`src/rtl/router_pkg.sv`:
```
// Shared router definitions: direction numbering and the one-hot and index types
// used on the 5-port mesh router.
package router_pkg;

   localparam int NDIR = 5;

   localparam int DIR_PE = 0;
   localparam int DIR_S  = 1;
   localparam int DIR_N  = 2;
   localparam int DIR_E  = 3;
   localparam int DIR_W  = 4;

   typedef logic [NDIR-1:0] dir_onehot_t;
   typedef logic [2:0]      dir_idx_t;

endpackage

```
`src/rtl/rr_pick.sv`:
```
// Rotate-priority encoder: the first requester at or after ptr (wrapping 4->0)
// wins. Out-of-range pointers (5..7) search from index 0.
module rr_pick
   import router_pkg::*;
(
   input  dir_onehot_t req,
   input  dir_idx_t    ptr,
   output dir_onehot_t winner,
   output dir_idx_t    winner_idx
);

   dir_idx_t   start;
   logic [3:0] sum;
   dir_idx_t   idx;
   logic       found;

   always_comb begin
      winner     = '0;
      winner_idx = '0;
      found      = 1'b0;
      sum        = '0;
      idx        = '0;
      start      = (ptr > dir_idx_t'(NDIR - 1)) ? '0 : ptr;
      for (int k = 0; k < NDIR; k++) begin
         sum = {1'b0, start} + 4'(k);
         if (sum >= 4'(NDIR)) sum = sum - 4'(NDIR);
         idx = sum[2:0];
         if (!found && req[idx]) begin
            found       = 1'b1;
            winner[idx] = 1'b1;
            winner_idx  = idx;
         end
      end
   end

endmodule

```
`src/rtl/oparb.sv`:
```
// Per-output-port round-robin arbiter with separate fairness pointers for the
// even and odd virtual channels; grant is combinational for same-cycle capture.
module oparb
   import router_pkg::*;
#(
   parameter int NREQ = 5,
   parameter int CNTW = 16
) (
   input  logic            clk,
   input  logic            reset,
   input  logic            polarity,
   input  logic [NREQ-1:0] req,
   input  logic            out_empty,
   output logic [NREQ-1:0] grant,
   output logic            grant_valid,
   output logic [2:0]      ptr_even,
   output logic [2:0]      ptr_odd,
   output logic [CNTW-1:0] grant_cnt
);

   dir_idx_t    act_ptr;
   dir_onehot_t pick_oh;
   dir_idx_t    pick_idx;
   dir_idx_t    ptr_next;

   function automatic logic [CNTW-1:0] sat_inc(input logic [CNTW-1:0] v);
      return (&v) ? v : v + CNTW'(1);
   endfunction

   assign act_ptr = polarity ? ptr_odd : ptr_even;

   rr_pick u_pick (
      .req        (req),
      .ptr        (act_ptr),
      .winner     (pick_oh),
      .winner_idx (pick_idx)
   );

   // Only a slot that can actually capture the flit gets a grant.
   assign grant       = (reset || !out_empty) ? '0 : pick_oh;
   assign grant_valid = |grant;

   // Winner drops to lowest priority on its own VC.
   assign ptr_next = (pick_idx >= dir_idx_t'(NDIR - 1)) ? '0 : pick_idx + 3'd1;

   always_ff @(posedge clk) begin
      if (reset) begin
         ptr_even  <= '0;
         ptr_odd   <= '0;
         grant_cnt <= '0;
      end else if (grant_valid) begin
         if (polarity) ptr_odd  <= ptr_next;
         else          ptr_even <= ptr_next;
         grant_cnt <= sat_inc(grant_cnt);
      end
   end

   a_grant_onehot : assert property (@(posedge clk) $onehot0(grant));

endmodule

```
`config.mk`:
```
export PLATFORM = sky130hd
export DESIGN_NAME = oparb
export DESIGN_NICKNAME = d
export VERILOG_FILES = /design/src/rtl/router_pkg.sv /design/src/rtl/rr_pick.sv /design/src/rtl/oparb.sv
export SDC_FILE = /design/constraint.sdc
export NUM_CORES = 1
export LEC_CHECK = 0
export BUFFER_PORTS_ARGS = -buffer_cell sky130_fd_sc_hd__clkbuf_2
export CORE_ASPECT_RATIO = 0.5
export CORE_UTILIZATION = 52
export CTS_CLUSTER_DIAMETER = 50
export DETAILED_ROUTE_END_ITERATION = 16
export MAX_ROUTING_LAYER = met4
export PLACE_DENSITY = 0.78
export SLEW_MARGIN = 20
export SYNTH_ARGS = -nofsm -noshare
export SYNTH_HDL_FRONTEND = slang
export SYNTH_SLANG_ARGS = --single-unit
```
`constraint.sdc`:
```
create_clock -name clk -period 4.55 [get_ports clk]
set_input_delay 0.2275 -clock clk [delete_from_list [all_inputs] [get_ports clk]]
set_output_delay 0.2275 -clock clk [all_outputs]
set_load 0.01 [all_outputs]
```
==> reports/metrics.yaml, run 1 <==
sta:
  setup_viol: 0
  worstMarginPinSlew_ns: 0.806
  skew_ns: 0.00225
  rsz0062_at_grt: "false"
  finalCriticalPeriod_ns: 4.32
  finalHoldViolCount: 0
  fin_crit_sh_pct: 95.0
  slew_viol_final: 0
  tns_ns: 0
  relSlewSlack_pct: 46.2
  clock.fmax_ghz: 0.231
clock_network:
  clkSinkCount: 22
  h-tree-depth: 1
  max-clock-path-buffers: 2
  clock_latency_ns: 0.26
  clkSlewWorstSetupHoldPaths_ns: 0.07
  ctsHoldBuffers: 0
  cts_tree: "done"
  root_buffer: "clkbuf_8"
  cts_buffers: 3
synth:
  yosys-top-cells-count: "33 x nand2_1, 25 x a21oi_1, 22 x dfxtp_1, 22 x o21ai_0, 14 x nor2_1"
  synth_top_family_by_area: "simple AND/OR/NAND/NOR gates"
  synth_compound_area_share_pct: 33.1
  yosysMostFrequentCell: "nand2_1"
  ys_types: 67
  yosysWarnings: 0
  yosysSeqAreaShare_pct: 18.2
  synth-xor-area-share_pct: 1.03
  yosysTopAreaCellShare_pct: 18.2
  ys.flop_type: "dfxtp_1"
  synth_fa_ha_area_share_pct: 5.16
  syn_area_per_cell_um2: 7.53
  synth.cell_area_um2: 2420
  synth_simple_gate_area_share_pct: 34.2
  syn-num-nets: 341
  synth_edf_count: 0
  synth.largest_area_cell: "dfxtp_1"
  synthArstFlopShare_pct: 0
  synth_area_leaders: "dfxtp_1 18%, a21oi_1 5.2%, ha_1 5.2%"
  synth_seq_cells: 22
  synthMuxAreaShare_pct: 2.99
  netlist_instances: 322
cells_and_area:
  diodes: 0
  nets: 391
  drive_gt1_share_pct: 23.5
  syn2layout_area_growth_pct: 18.3
floorplan:
  coreArea_um2: 4450
  die_w_um: 98.6
  fp.dieH_um: 50.3
  core.rowCount: 17
  fp.dieArea_um2: 4960
  io_pins: 37
  start_util_pct: 54.5
global_route:
  grt_pass1_wl_mm: 13.0
  use_met1_pct: 45.0
  grt_use_met2_pct: 55.8
  grt_pass1_vias: 2621
  grt-ovfl-total: 0
  track_usage_pct: 33.9
  grt_start_max_net_pins: 27
  antenna_found_initial: 0
  grt_use_met3_pct: 2.79
  busiest_layer: "met2"
setup_path:
  path_max_fanout: 9
  startpoint_type: "register"
  crit_type: "register to primary output"
  crit_path_end_kind: "primary output"
  worst_ep_required_time_ns: 4.32
  crit_arrival_ns: 4.09
hold_path:
  hold_path.class: "input port to register"
pwr:
  pwr_density_cell_nw_per_um2: 258
  power_mw: 0.741
  ir_worst_vdd_mv: 0.269
  p_leak_nw: 1.15
place:
  hpwl_mm: 5.98
  portBuffers: 36
  globalplace.congestion: 0.952
status:
  status: "finished, violations left"
  violations: "DRC"
detailed_routing:
  drc: 2
  routed-via-count: 2870
  wl_per_cell_um: 18.3
  drtIter0Drc: 304
  postRouteAntennaNets: 0
  wirelength_mm: 7.81
  drt-vias-per-instance: 6.71
  dr.pass1.iters: 11
job:
  cap_violations: 0
==> cell type report <==
cell class              instances  area, µm²
multi-input cells             272       1890
well taps                      57       71.3
fillers                       393       1580
repair buffers                 62        375
clock buffers                   4       55.1
flip-flops and latches         22        440
inverters                      11       41.3
==> worst paths after layout <==
kind                      start            end  slack, ns  cells after the start
setup reg to reg    ptr_even[2]  grant_cnt[13]       0.26                     15
hold / removal            reset   grant_cnt[9]       0.41                      2
hold reg to reg   grant_cnt[14]  grant_cnt[14]       0.49                      2
setup / recovery    ptr_even[2]    grant_valid       0.23                     14
==> per-layer routing <==
layer  share of wire (%)  routed length [µm]  vias to the layer above
met4                 1.0                  82                        0
met1                  47                3640                     1379
li1                    -                   -                     1367
met2                  44                3470                      115
met5                   0                   0                        -
met3                 7.9                 614                        9
==> logic make-up after synthesis <==
family / Yosys count
simple gates: 140
buf+inv: 28
compound gates: 113
mux: 7
xor+xnor: 2
fa+ha+maj: 10
flops: 22
==> where the power goes <==
part | switching, mW | internal, mW
clock | 0.0607 | 0.0771
combinational | 0.238 | 0.158
sequential | 0.00930 | 0.198
==> what timing repair did <==
item / in CTS / in global routing
setup endpoints to repair: 0 / 23
resized for setup: 0 / 5
buffers inserted: 0 / 3
==> stage by stage <==
step                      area [µm²]  cells  worst slack [ns]  util, %  hold WS, ns
after global routing            2870    428           0.00958     64.5        0.413
after global placement          2760    421             0.127     62.1        0.463
after floorplan                 2420    322            0.0732        -        0.486
after detailed placement        2760    421            0.0808     62.1        0.479
final                           2870    428             0.229     64.5        0.410
after CTS                       2820    425            0.0218     63.4        0.406
==> cells in the final DEF, fill, tap and decap left out, types with 9 or more instances in the layout <==
cell type / n
clkbuf_2: 36
nand2_1: 33
buf_4: 26
a21oi_1: 25
o21ai_0: 22
dfxtp_1: 22
nor2_1: 13
nand3_1: 11
inv_1: 10
nand4_1: 10
ha_1: 10
and3_1: 9
or4_1: 9
==> sequential cells by signal, indices dropped and copies added, names as in the netlist <==
| name | cells |
|---|---|
| ptr_odd | 3 |
| ptr_even | 3 |
| grant_cnt | 16 |
==> worst max-delay path, stage by stage, from the launching register on <==
cell      delay, ns
dfxtp_1        0.53
nor4b_4        0.30
nor2_1         0.10
ha_1           0.39
and2_1         0.23
nor3_1         0.26
o211ai_1       0.16
a211oi_1       0.35
or3_1          0.31
or2_0          0.23
o2111a_1       0.22
nand4_1        0.14
o21ai_4        0.28
inv_1          0.17
clkbuf_2       0.16
Note: power is estimated with default switching activity, not from simulation.
==> run 2, diff against run 1 <==
--- a/config.mk
+++ b/config.mk
@@ -7,11 +7,12 @@
 export LEC_CHECK = 0
 export BUFFER_PORTS_ARGS = -buffer_cell sky130_fd_sc_hd__clkbuf_2
 export CORE_ASPECT_RATIO = 0.5
-export CORE_UTILIZATION = 52
+export CORE_UTILIZATION = 54
+export CTS_BUF_LIST = sky130_fd_sc_hd__clkbuf_2 sky130_fd_sc_hd__clkbuf_4 sky130_fd_sc_hd__clkbuf_8
 export CTS_CLUSTER_DIAMETER = 50
 export DETAILED_ROUTE_END_ITERATION = 16
 export MAX_ROUTING_LAYER = met4
-export PLACE_DENSITY = 0.78
+export PLACE_DENSITY = 0.8
 export SLEW_MARGIN = 20
 export SYNTH_ARGS = -nofsm -noshare
 export SYNTH_HDL_FRONTEND = slang
==> reports/metrics.yaml, run 2 (synthesis results as in run 1) <==
status:
  status: "complete, no violations"
detailed_routing:
  drt-vias-per-instance: 6.74  # +0.46%
  drc: 0  # -2
  routed-via-count: 2789  # -2.8%
  wl_per_cell_um: 17.5  # -4.3%
  drtIter0Drc: 218  # -28%
  wirelength_mm: 7.23  # -7.4%
  postRouteAntennaNets: 0  # unchanged
  dr.pass1.iters: 5  # -6
cells_and_area:
  seq_area_um2: 442  # +0.28%
  final_common_cell: "clkbuf_2"
  largest_registers: "grant_cnt: 16 flops, ptr_even: 3 flops, ptr_odd: 3 flops"
  nets: 380  # -2.8%
  drive_gt1_share_pct: 22.2  # -1.2 points
  mostFrequentLayoutCells: "36 x clkbuf_2, 32 x nand2_1, 25 x a21oi_1"
  fill_cells: 362  # -7.9%
  regMostFlops: "grant_cnt"
  largest_reg_flops: 16  # unchanged
  diodes: 0  # unchanged
  multi_input_area_um2: 1900  # +0.60%
  syn2layout_area_growth_pct: 15.8
sta:
  relSlewSlack_pct: 45.3  # -0.91 points
  clock.fmax_ghz: 0.230  # -0.43%
  rsz0062_at_grt: "false"
  tns_ns: 0  # unchanged
  setup_viol: 0  # unchanged
  skew_ns: 0.00323  # +0.000978 ns
  slew_viol_final: 0  # unchanged
  worstMarginPinSlew_ns: 0.820  # +0.0137 ns
  finalHoldViolCount: 0  # unchanged
  finalCriticalPeriod_ns: 4.34  # +0.0186 ns
  fin_crit_sh_pct: 95.4  # +0.41 points
  setup_slack_ns: 0.211  # -0.0186 ns
setup_path:
  r2r-start: "ptr_even[1]"
  path_max_fanout: 9  # unchanged
  crit_type: "register to register"
  r2r_setup_slack_ns: 0.21  # -0.05 ns
  rr_worst_depth: 17  # +2
  crit_path_end_kind: "register"
  slowest_stage: "nor4_1"
  rr_endpoint: "ptr_odd[1]"
  slowest_delay_ns: 0.50  # -0.03 ns
  crit_arrival_ns: 4.53  # +0.44 ns
  startpoint_type: "register"
  worst_ep_required_time_ns: 4.74  # +0.42 ns
  crit_chain: "nor3b_4 -> nor2_4 -> ha_1 -> nand2_1 -> buf_4 -> a31oi_1 -> a21o_1 -> a211oi_1 -> or3_4 -> nor4_1 -> o21ai_0 -> o21a_1 -> o221ai_1 -> ha_1 -> nand2_1 -> or3_1 -> a21oi_1"
hold_path:
  min_to: "ptr_even[1]"
  min_from: "reset"
  hold_path.class: "input port to register"
  hold_path_depth: 2  # unchanged
pwr:
  pwr_density_cell_nw_per_um2: 258  # -0.19%
  ir_worst_vdd_mv: 0.222  # -18%
  p_leak_nw: 1.10  # -3.9%
floorplan:
  fp.dieH_um: 49.4  # -1.8%
  start_util_pct: 59.1  # +4.5 points
  core.rowCount: 16  # -1
  coreArea_um2: 4100  # -7.7%
  fp.dieArea_um2: 4780  # -3.6%
  io_pins: 37  # unchanged
  die_w_um: 96.8  # -1.8%
global_route:
  grt_pass1_wl_mm: 11.9  # -8.5%
  antenna_found_initial: 0  # unchanged
  grt_pass1_vias: 2462  # -6.1%
  track_usage_pct: 31.0  # -2.9 points
  grt_start_max_net_pins: 35  # +30%
  grt-ovfl-total: 0  # unchanged
clock_network:
  max-clock-path-buffers: 2  # unchanged
  cts_buffers: 3  # unchanged
  clkSinkCount: 22  # unchanged
  cts_tree: "done"
  clkSlewWorstSetupHoldPaths_ns: 0.07  # about the same
  h-tree-depth: 1  # unchanged
  root_buffer: "clkbuf_8"
  ctsHoldBuffers: 0  # unchanged
  clock_latency_ns: 0.26  # about the same
job:
  cap_violations: 0  # unchanged
place:
  pre_cts_ws_ns: 0.0950  # +0.0141 ns
  globalplace.congestion: 1.09  # +15%
  hpwl_mm: 5.47  # -8.5%
  portBuffers: 36  # unchanged
## run 2: layout make-up
| cell class | instances | area share [%] |
|---|---|---|
| Clock buffer | 4 | 1.96 |
| Inverter | 11 | 1.47 |
| Timing Repair Buffer | 51 | 10.9 |
| Multi-Input combinational cell | 272 | 67.6 |
| Tap cell | 54 | 2.41 |
| Sequential cell | 22 | 15.7 |
## run 2: critical path, delay by kind of cell, from the launching register on
family	cells	cell delay, ns
AND/OR/NAND/NOR	7	1.93
flip-flops	1	0.47
buffers and inverters	1	0.16
adder cells (fa/ha/maj)	2	0.60
AO/OA/AOI/OAI	7	1.12
## run 2: per-layer routing
metal / vias to the layer above / wire length [µm] / track usage, %
li1: 1344 / - / -
met5: - / 0 / -
met1: 1314 / 3190 / 43.0
met3: 6 / 649 / 2.44
met4: 0 / 40 / 6.47
met2: 125 / 3360 / 49.8
## run 2: stage by stage
step           power (mW)  cells  hold WS [ns]  area, µm²  utilization, %
2_1_floorplan       0.472    322         0.486       2420               -
3_3_place_gp        0.567    410         0.459       2710            66.0
3_5_place_dp        0.570    410         0.470       2710            66.0
4_1_cts             0.708    414         0.408       2770            67.4
5_1_grt             0.770    414         0.436       2810            68.4
6_report            0.724    414         0.408       2810            68.4
## run 2: worst max-delay path by stage
stage	slack [ns]	cells past startpoint	endpoint	startpoint
after floorplan	0.07	17	grant_cnt[12]	ptr_odd[2]
after global placement	0.17	16	grant_cnt[6]	polarity
after detailed placement	0.09	17	grant_cnt[12]	polarity
after CTS	0.08	16	grant_valid	ptr_odd[2]
after global routing	0.00006	16	grant_cnt[12]	ptr_even[1]
final	0.21	17	ptr_odd[1]	ptr_even[1]
## run 2: timing repair
| item | in CTS | in global routing |
|---|---|---|
| setup endpoints to repair | 0 | 20 |
| buffers inserted | 0 | 0 |
| resized for setup | 0 | 10 |
## run 2: where the power goes
| part | internal, mW | switching [mW] | total (mW) |
|---|---|---|---|
| clock network | 0.0770 | 0.0603 | 0.137 |
| logic | 0.150 | 0.229 | 0.379 |
| registers | 0.198 | 0.00959 | 0.207 |
